## src/rtl/conversor_bcd_bin_2dig_pkg.sv

```systemverilog
// Shared constants and FSM encoding for the serial 2-digit BCD to binary converter.
package conversor_bcd_bin_2dig_pkg;

    localparam int N     = 7;
    localparam int ITER  = 7;
    localparam int CNT_W = 3;

    localparam logic [CNT_W-1:0] CNT_LAST      = CNT_W'(ITER - 1);
    localparam logic [3:0]       BCD_DIGIT_MAX = 4'd9;
    localparam logic [3:0]       ADJ_THRESH    = 4'd8;
    localparam logic [3:0]       ADJ_SUB       = 4'd3;

    typedef enum logic [1:0] {
        ST_IDLE  = 2'd0,
        ST_CHECK = 2'd1,
        ST_SHIFT = 2'd2,
        ST_DONE  = 2'd3
    } state_t;

endpackage

```

## src/rtl/conversor_bcd_bin_2dig_ajuste_nibble_bcd.sv

```systemverilog
// Reverse double-dabble nibble correction: subtract 3 from any shifted digit that reaches 8.
module ajuste_nibble_bcd
    import conversor_bcd_bin_2dig_pkg::*;
(
    input  logic [3:0] d_in,
    output logic [3:0] d_out
);

    assign d_out = (d_in >= ADJ_THRESH) ? (d_in - ADJ_SUB) : d_in;

endmodule

```

## src/rtl/conversor_bcd_bin_2dig.sv

```systemverilog
// Serial packed-BCD (00-99) to 7-bit binary converter, one shift per clock, start/done handshake.
// Optional macro CONV_START_EDGE_EN makes start rising-edge sensitive instead of level-sensitive.
module conversor_bcd_bin_2dig
    import conversor_bcd_bin_2dig_pkg::*;
(
    input  logic         clk,
    input  logic         reset,
    input  logic         start,
    input  logic [7:0]   bcd_in,
    output logic [N-1:0] bin_out,
    output logic         done,
    output logic         error,
    output logic         busy
);

    state_t           state_q, state_d;
    logic [7:0]       bcd_q, bcd_d;
    logic [N-1:0]     work_q, work_d;
    logic [CNT_W-1:0] cnt_q, cnt_d;
    logic             err_flag_q, err_flag_d;
    logic [N-1:0]     bin_q, bin_d;
    logic             done_q, done_d;
    logic             error_q, error_d;
    logic             start_acc;

`ifdef CONV_START_EDGE_EN
    logic start_dly_q;

    always_ff @(posedge clk) begin
        if (reset) start_dly_q <= 1'b0;
        else       start_dly_q <= start;
    end

    assign start_acc = start & ~start_dly_q;
`else
    assign start_acc = start;
`endif

    // {bcd, work} shifted right by one; the BCD LSB drops into the work MSB
    logic [7:0]   shf_bcd;
    logic [N-1:0] shf_work;
    logic [3:0]   tens_adj, units_adj;

    assign shf_bcd  = {1'b0, bcd_q[7:1]};
    assign shf_work = {bcd_q[0], work_q[N-1:1]};

    ajuste_nibble_bcd u_adj_tens  (.d_in(shf_bcd[7:4]), .d_out(tens_adj));
    ajuste_nibble_bcd u_adj_units (.d_in(shf_bcd[3:0]), .d_out(units_adj));

    always_comb begin
        state_d    = state_q;
        bcd_d      = bcd_q;
        work_d     = work_q;
        cnt_d      = cnt_q;
        err_flag_d = err_flag_q;
        bin_d      = bin_q;
        done_d     = 1'b0;
        error_d    = error_q;
        case (state_q)
            ST_IDLE: begin
                if (start_acc) begin
                    bcd_d      = bcd_in;
                    work_d     = '0;
                    err_flag_d = 1'b0;
                    error_d    = 1'b0;
                    state_d    = ST_CHECK;
                end
            end
            ST_CHECK: begin
                if ((bcd_q[7:4] > BCD_DIGIT_MAX) || (bcd_q[3:0] > BCD_DIGIT_MAX)) begin
                    err_flag_d = 1'b1;
                    state_d    = ST_DONE;
                end else begin
                    cnt_d   = '0;
                    state_d = ST_SHIFT;
                end
            end
            ST_SHIFT: begin
                bcd_d  = {tens_adj, units_adj};
                work_d = shf_work;
                cnt_d  = cnt_q + 1'b1;
                if (cnt_q == CNT_LAST) state_d = ST_DONE;
            end
            ST_DONE: begin
                // error output only asserts together with done
                if (err_flag_q) error_d = 1'b1;
                else            bin_d   = work_q;
                done_d  = 1'b1;
                state_d = ST_IDLE;
            end
            default: state_d = ST_IDLE;
        endcase
    end

    always_ff @(posedge clk) begin
        if (reset) begin
            state_q    <= ST_IDLE;
            bcd_q      <= '0;
            work_q     <= '0;
            cnt_q      <= '0;
            err_flag_q <= 1'b0;
            bin_q      <= '0;
            done_q     <= 1'b0;
            error_q    <= 1'b0;
        end else begin
            state_q    <= state_d;
            bcd_q      <= bcd_d;
            work_q     <= work_d;
            cnt_q      <= cnt_d;
            err_flag_q <= err_flag_d;
            bin_q      <= bin_d;
            done_q     <= done_d;
            error_q    <= error_d;
        end
    end

    assign bin_out = bin_q;
    assign done    = done_q;
    assign error   = error_q;
    assign busy    = (state_q != ST_IDLE);

endmodule

```

## config.mk

```make
export PLATFORM = sky130hd
export DESIGN_NAME = conversor_bcd_bin_2dig
export DESIGN_NICKNAME = d
export VERILOG_FILES = /design/src/rtl/conversor_bcd_bin_2dig_pkg.sv /design/src/rtl/conversor_bcd_bin_2dig_ajuste_nibble_bcd.sv /design/src/rtl/conversor_bcd_bin_2dig.sv
export SDC_FILE = /design/constraint.sdc
export NUM_CORES = 1
export LEC_CHECK = 0
export BUFFER_PORTS_ARGS = -buffer_cell sky130_fd_sc_hd__buf_2
export CAP_MARGIN = 10
export CORE_MARGIN = 5
export CORE_UTILIZATION = 56
export DETAILED_ROUTE_END_ITERATION = 10
export PLACE_DENSITY_LB_ADDON = 0.08
export SYNTH_ARGS = -nofsm -noshare
export SYNTH_HDL_FRONTEND = slang
export SYNTH_SLANG_ARGS = --single-unit
```

## constraint.sdc

```tcl
create_clock -name clk -period 4.55 [get_ports clk]
set_clock_uncertainty 0.15 [all_clocks]
set_input_delay 0.91 -clock clk [delete_from_list [all_inputs] [get_ports clk]]
set_output_delay 0.91 -clock clk [all_outputs]
set_load 0.05 [all_outputs]
```

==> impl_metrics.py <==
metrics = {
    "yosys": {
        "muxShareOfSynthArea": 0.0834,
        "synth_top_family_by_area": "compound AO/OA/AOI/OAI gates",
        "synthesis.nets": 174,
        "avgSynthCellArea_um2": 9.45,
        "syn_area_um2": 1460,
        "synth_compound_area_frac": 0.209,
        "synth_warnings": 0,
        "synth_seq_cells": 30,
        "postSynthCellCount": 154,
        "synth_fa_ha_area_frac": 0.0774,
        "synth_xor_area_frac": 0.0181,
        "synthDistinctLibCells": 42,
        "ys_seq_area_frac": 0.413,
        "yosys.area_share.simple": 0.144,
    },
    "sta": {
        "finalCritPeriodShare": 0.564,
        "slew_headroom": 0.439,
        "timing.fmax_ghz": 0.389,
        "tns_ns": 0,
        "rsz0062_at_grt": "false",
        "hold_viol": 0,
        "tightest_slew_ns": 0.839,
        "finalSetupViolations": 0,
        "timing.hold.ws_ns": 0.307,
        "fin_ws_ns": 1.98,
        "drv_slew": 0,
        "min_period_ns": 2.57,
    },
    "final_layout": {
        "drive_gt1_frac": 0.243,
        "utilization": 0.666,
        "antenna_cells": 0,
        "fin_area_um2": 1650,
        "finalNetCount": 192,
        "area_growth_pct": 13.4,
        "instances_no_fill": 203,
    },
    "detailed_routing": {
        "vias": 1165,
        "drt_pass1_iterations": 6,
        "drc_errors": 0,
        "ant_nets": 0,
        "wirelength_mm": 2.82,
        "wire_per_inst_um": 13.9,
        "drt_iter0_markers": 64,
        "avgViaCountPerCell": 5.74,
    },
    "critical_path": {
        "startpoint_type": "flop",
        "startpoint": "state_q[0]",
        "cp.arrival_ns": 1.51,
        "r2r_start": "state_q[0]",
        "crit_fanout": 5,
        "cp_slowest_stage_delay_ns": 0.42,
        "crit_chain": "inv_1 -> ha_1 -> inv_2 -> buf_2",
        "crit_type": "flop to primary output",
        "worstRegToRegCells": 6,
        "crit_required_ns": 3.49,
        "endpoint_kind": "primary output",
        "rrSetupSlack_ns": 2.23,
        "reg2reg_to": "bcd_q[3]",
        "cp_slowest_cell": "dfxtp_1",
    },
    "power_and_ir_drop": {
        "p_leak_nw": 0.656,
        "power.density_nw_per_um2": 610,
        "report.power.total_mw": 1.01,
        "ir_drop_v": 0.000460,
    },
    "floorplan": {
        "io_pins": 21,
        "die_width_um": 61.0,
        "dieArea_um2": 3720,
        "core_um2": 2480,
        "row_count": 18,
        "die_y_um": 61.0,
        "start_util": 0.587,
    },
    "cts": {
        "cts_resized": 0,
        "clkLatencyLatePin_ns": 0.33,
        "cts_root_buf": "clkbuf_4",
        "post_cts_buffers": 0,
        "numCtsBuffers": 5,
        "cts.sinks": 30,
        "cts_tree": "built",
        "hold_buffers": 0,
        "htree_num_levels": 2,
        "clock_path_buffers": 2,
        "path_clk_slew_ns": 0.10,
    },
    "global_routing": {
        "grt_overflow": 0,
        "grt_max_degree": 32,
        "antenna_found_initial": 0,
        "grt_pass1_vias": 1126,
        "grt_usage": 0.173,
        "grt_first_pass_wirelength_mm": 4.77,
    },
    "outcome": {
        "status": "complete, no violations",
    },
    "placement": {
        "portBuffers": 20,
        "place_area_um2": 1540,
        "detailedPlace.worstSlack_ns": 2.09,
        "placed_cells": 195,
        "gp_congestion": 0.755,
        "post-dp-hpwl_mm": 2.00,
    },
    "hold_path": {
        "hp-start": "bcd_q[0]",
        "min_path_cells": 2,
        "hold_class": "flop to flop",
        "min_to": "bcd_q[0]",
    },
    "flow_run": {
        "drv_cap": 0,
    },
}
routing by layer:
metal	GRT usage	vias to the layer above	part of all wire
met5	0	-	0
met4	0.0650	0	0.018
met3	0.0553	7	0.082
met2	0.269	41	0.45
li1	-	579	-
met1	0.225	538	0.45
critical path: cells and delay by family, from the launching register on:
kind	cells	cell delay [ns]
flip-flops	1	0.42
adder cells (fa/ha/maj)	1	0.30
buffers and inverters	3	0.47
power by group:
part           leakage, nW  switching [mW]  internal, mW
Clock               0.0585          0.0932         0.186
Sequential           0.244          0.0484         0.305
Combinational        0.353           0.240         0.135
layout by cell type, fill, tap and decap left out, types with 2 or more instances in the layout:
cell type   n
a22oi_1     7
nand2_1     8
nand3_1     2
clkbuf_4    5
nand2b_1    2
ha_1        9
inv_2       2
a21oi_1     7
mux2i_1    11
nor2b_1     2
xnor2_1     2
buf_2      20
a211oi_2    3
a31oi_1     2
nor2_1     23
o21ai_0     2
a21boi_1    2
o21ai_2     2
o221ai_2    2
bufinv_16   2
a211oi_1    2
nor3_1      4
dfxtp_1    30
inv_1       5
sequential cells by signal, indices dropped and copies added, names as in the netlist:
name and flops:
bcd_q 8, bin_out 7, cnt_q 3, done 1
err_flag_q 1, error 1, state_q 2, work_q 7
synth_stat cells, drive strengths merged:
| master | instances | share of area |
|---|---|---|
| a2111oi | 1 | 0.010 |
| a211o | 1 | 0.0060 |
| a211oi | 5 | 0.036 |
| a21boi | 2 | 0.010 |
| a21o | 1 | 0.0052 |
| a21oi | 7 | 0.024 |
| a221oi | 1 | 0.0060 |
| a22oi | 7 | 0.036 |
| a2bb2oi | 1 | 0.0060 |
| a31oi | 2 | 0.0086 |
| a32oi | 1 | 0.0060 |
| and2 | 1 | 0.0043 |
| buf | 6 | 0.028 |
| clkbuf | 3 | 0.0086 |
| dfxtp | 30 | 0.41 |
| ha | 9 | 0.077 |
| inv | 7 | 0.018 |
| mux2 | 1 | 0.0077 |
| mux2i | 11 | 0.076 |
| nand2 | 10 | 0.033 |
| nand2b | 3 | 0.015 |
| nand3 | 2 | 0.0069 |
| nor2 | 23 | 0.059 |
| nor2b | 2 | 0.0086 |
| nor3 | 4 | 0.014 |
| o21ai | 5 | 0.022 |
| o221ai | 2 | 0.021 |
| o22ai | 1 | 0.0043 |
| o32a | 1 | 0.0069 |
| or3 | 1 | 0.0043 |
| xnor2 | 2 | 0.012 |
| xor2 | 1 | 0.0060 |
final cells by class:
class | instances | area (um2)
inverters | 7 | 26.3
well taps | 30 | 37.5
multi-input cells | 108 | 774
repair buffers | 20 | 100
fillers | 201 | 827
flip-flops and latches | 30 | 601
clock buffers | 6 | 51.3
clock inverters | 2 | 60.1
how the worst max path moves through the flow:
stage | end | cells past startpoint
after global placement | bcd_q[1] | 5
final | busy | 4
after detailed placement | bcd_q[1] | 5
after global routing | busy | 4
after CTS | busy | 4
after floorplan | busy | 3
cells by family (layout without fill, tap and decap cells):
kind of cell,Yosys count,after routing
xor gates and xnor gates,3,3
adders and majority gates,9,9
and+or+nand+nor,46,46
muxes,12,12
DFF,30,30
buffers and inverters,16,35
AOI/OAI and AO/OA,38,38
Power figures use the tool's default switching activity.
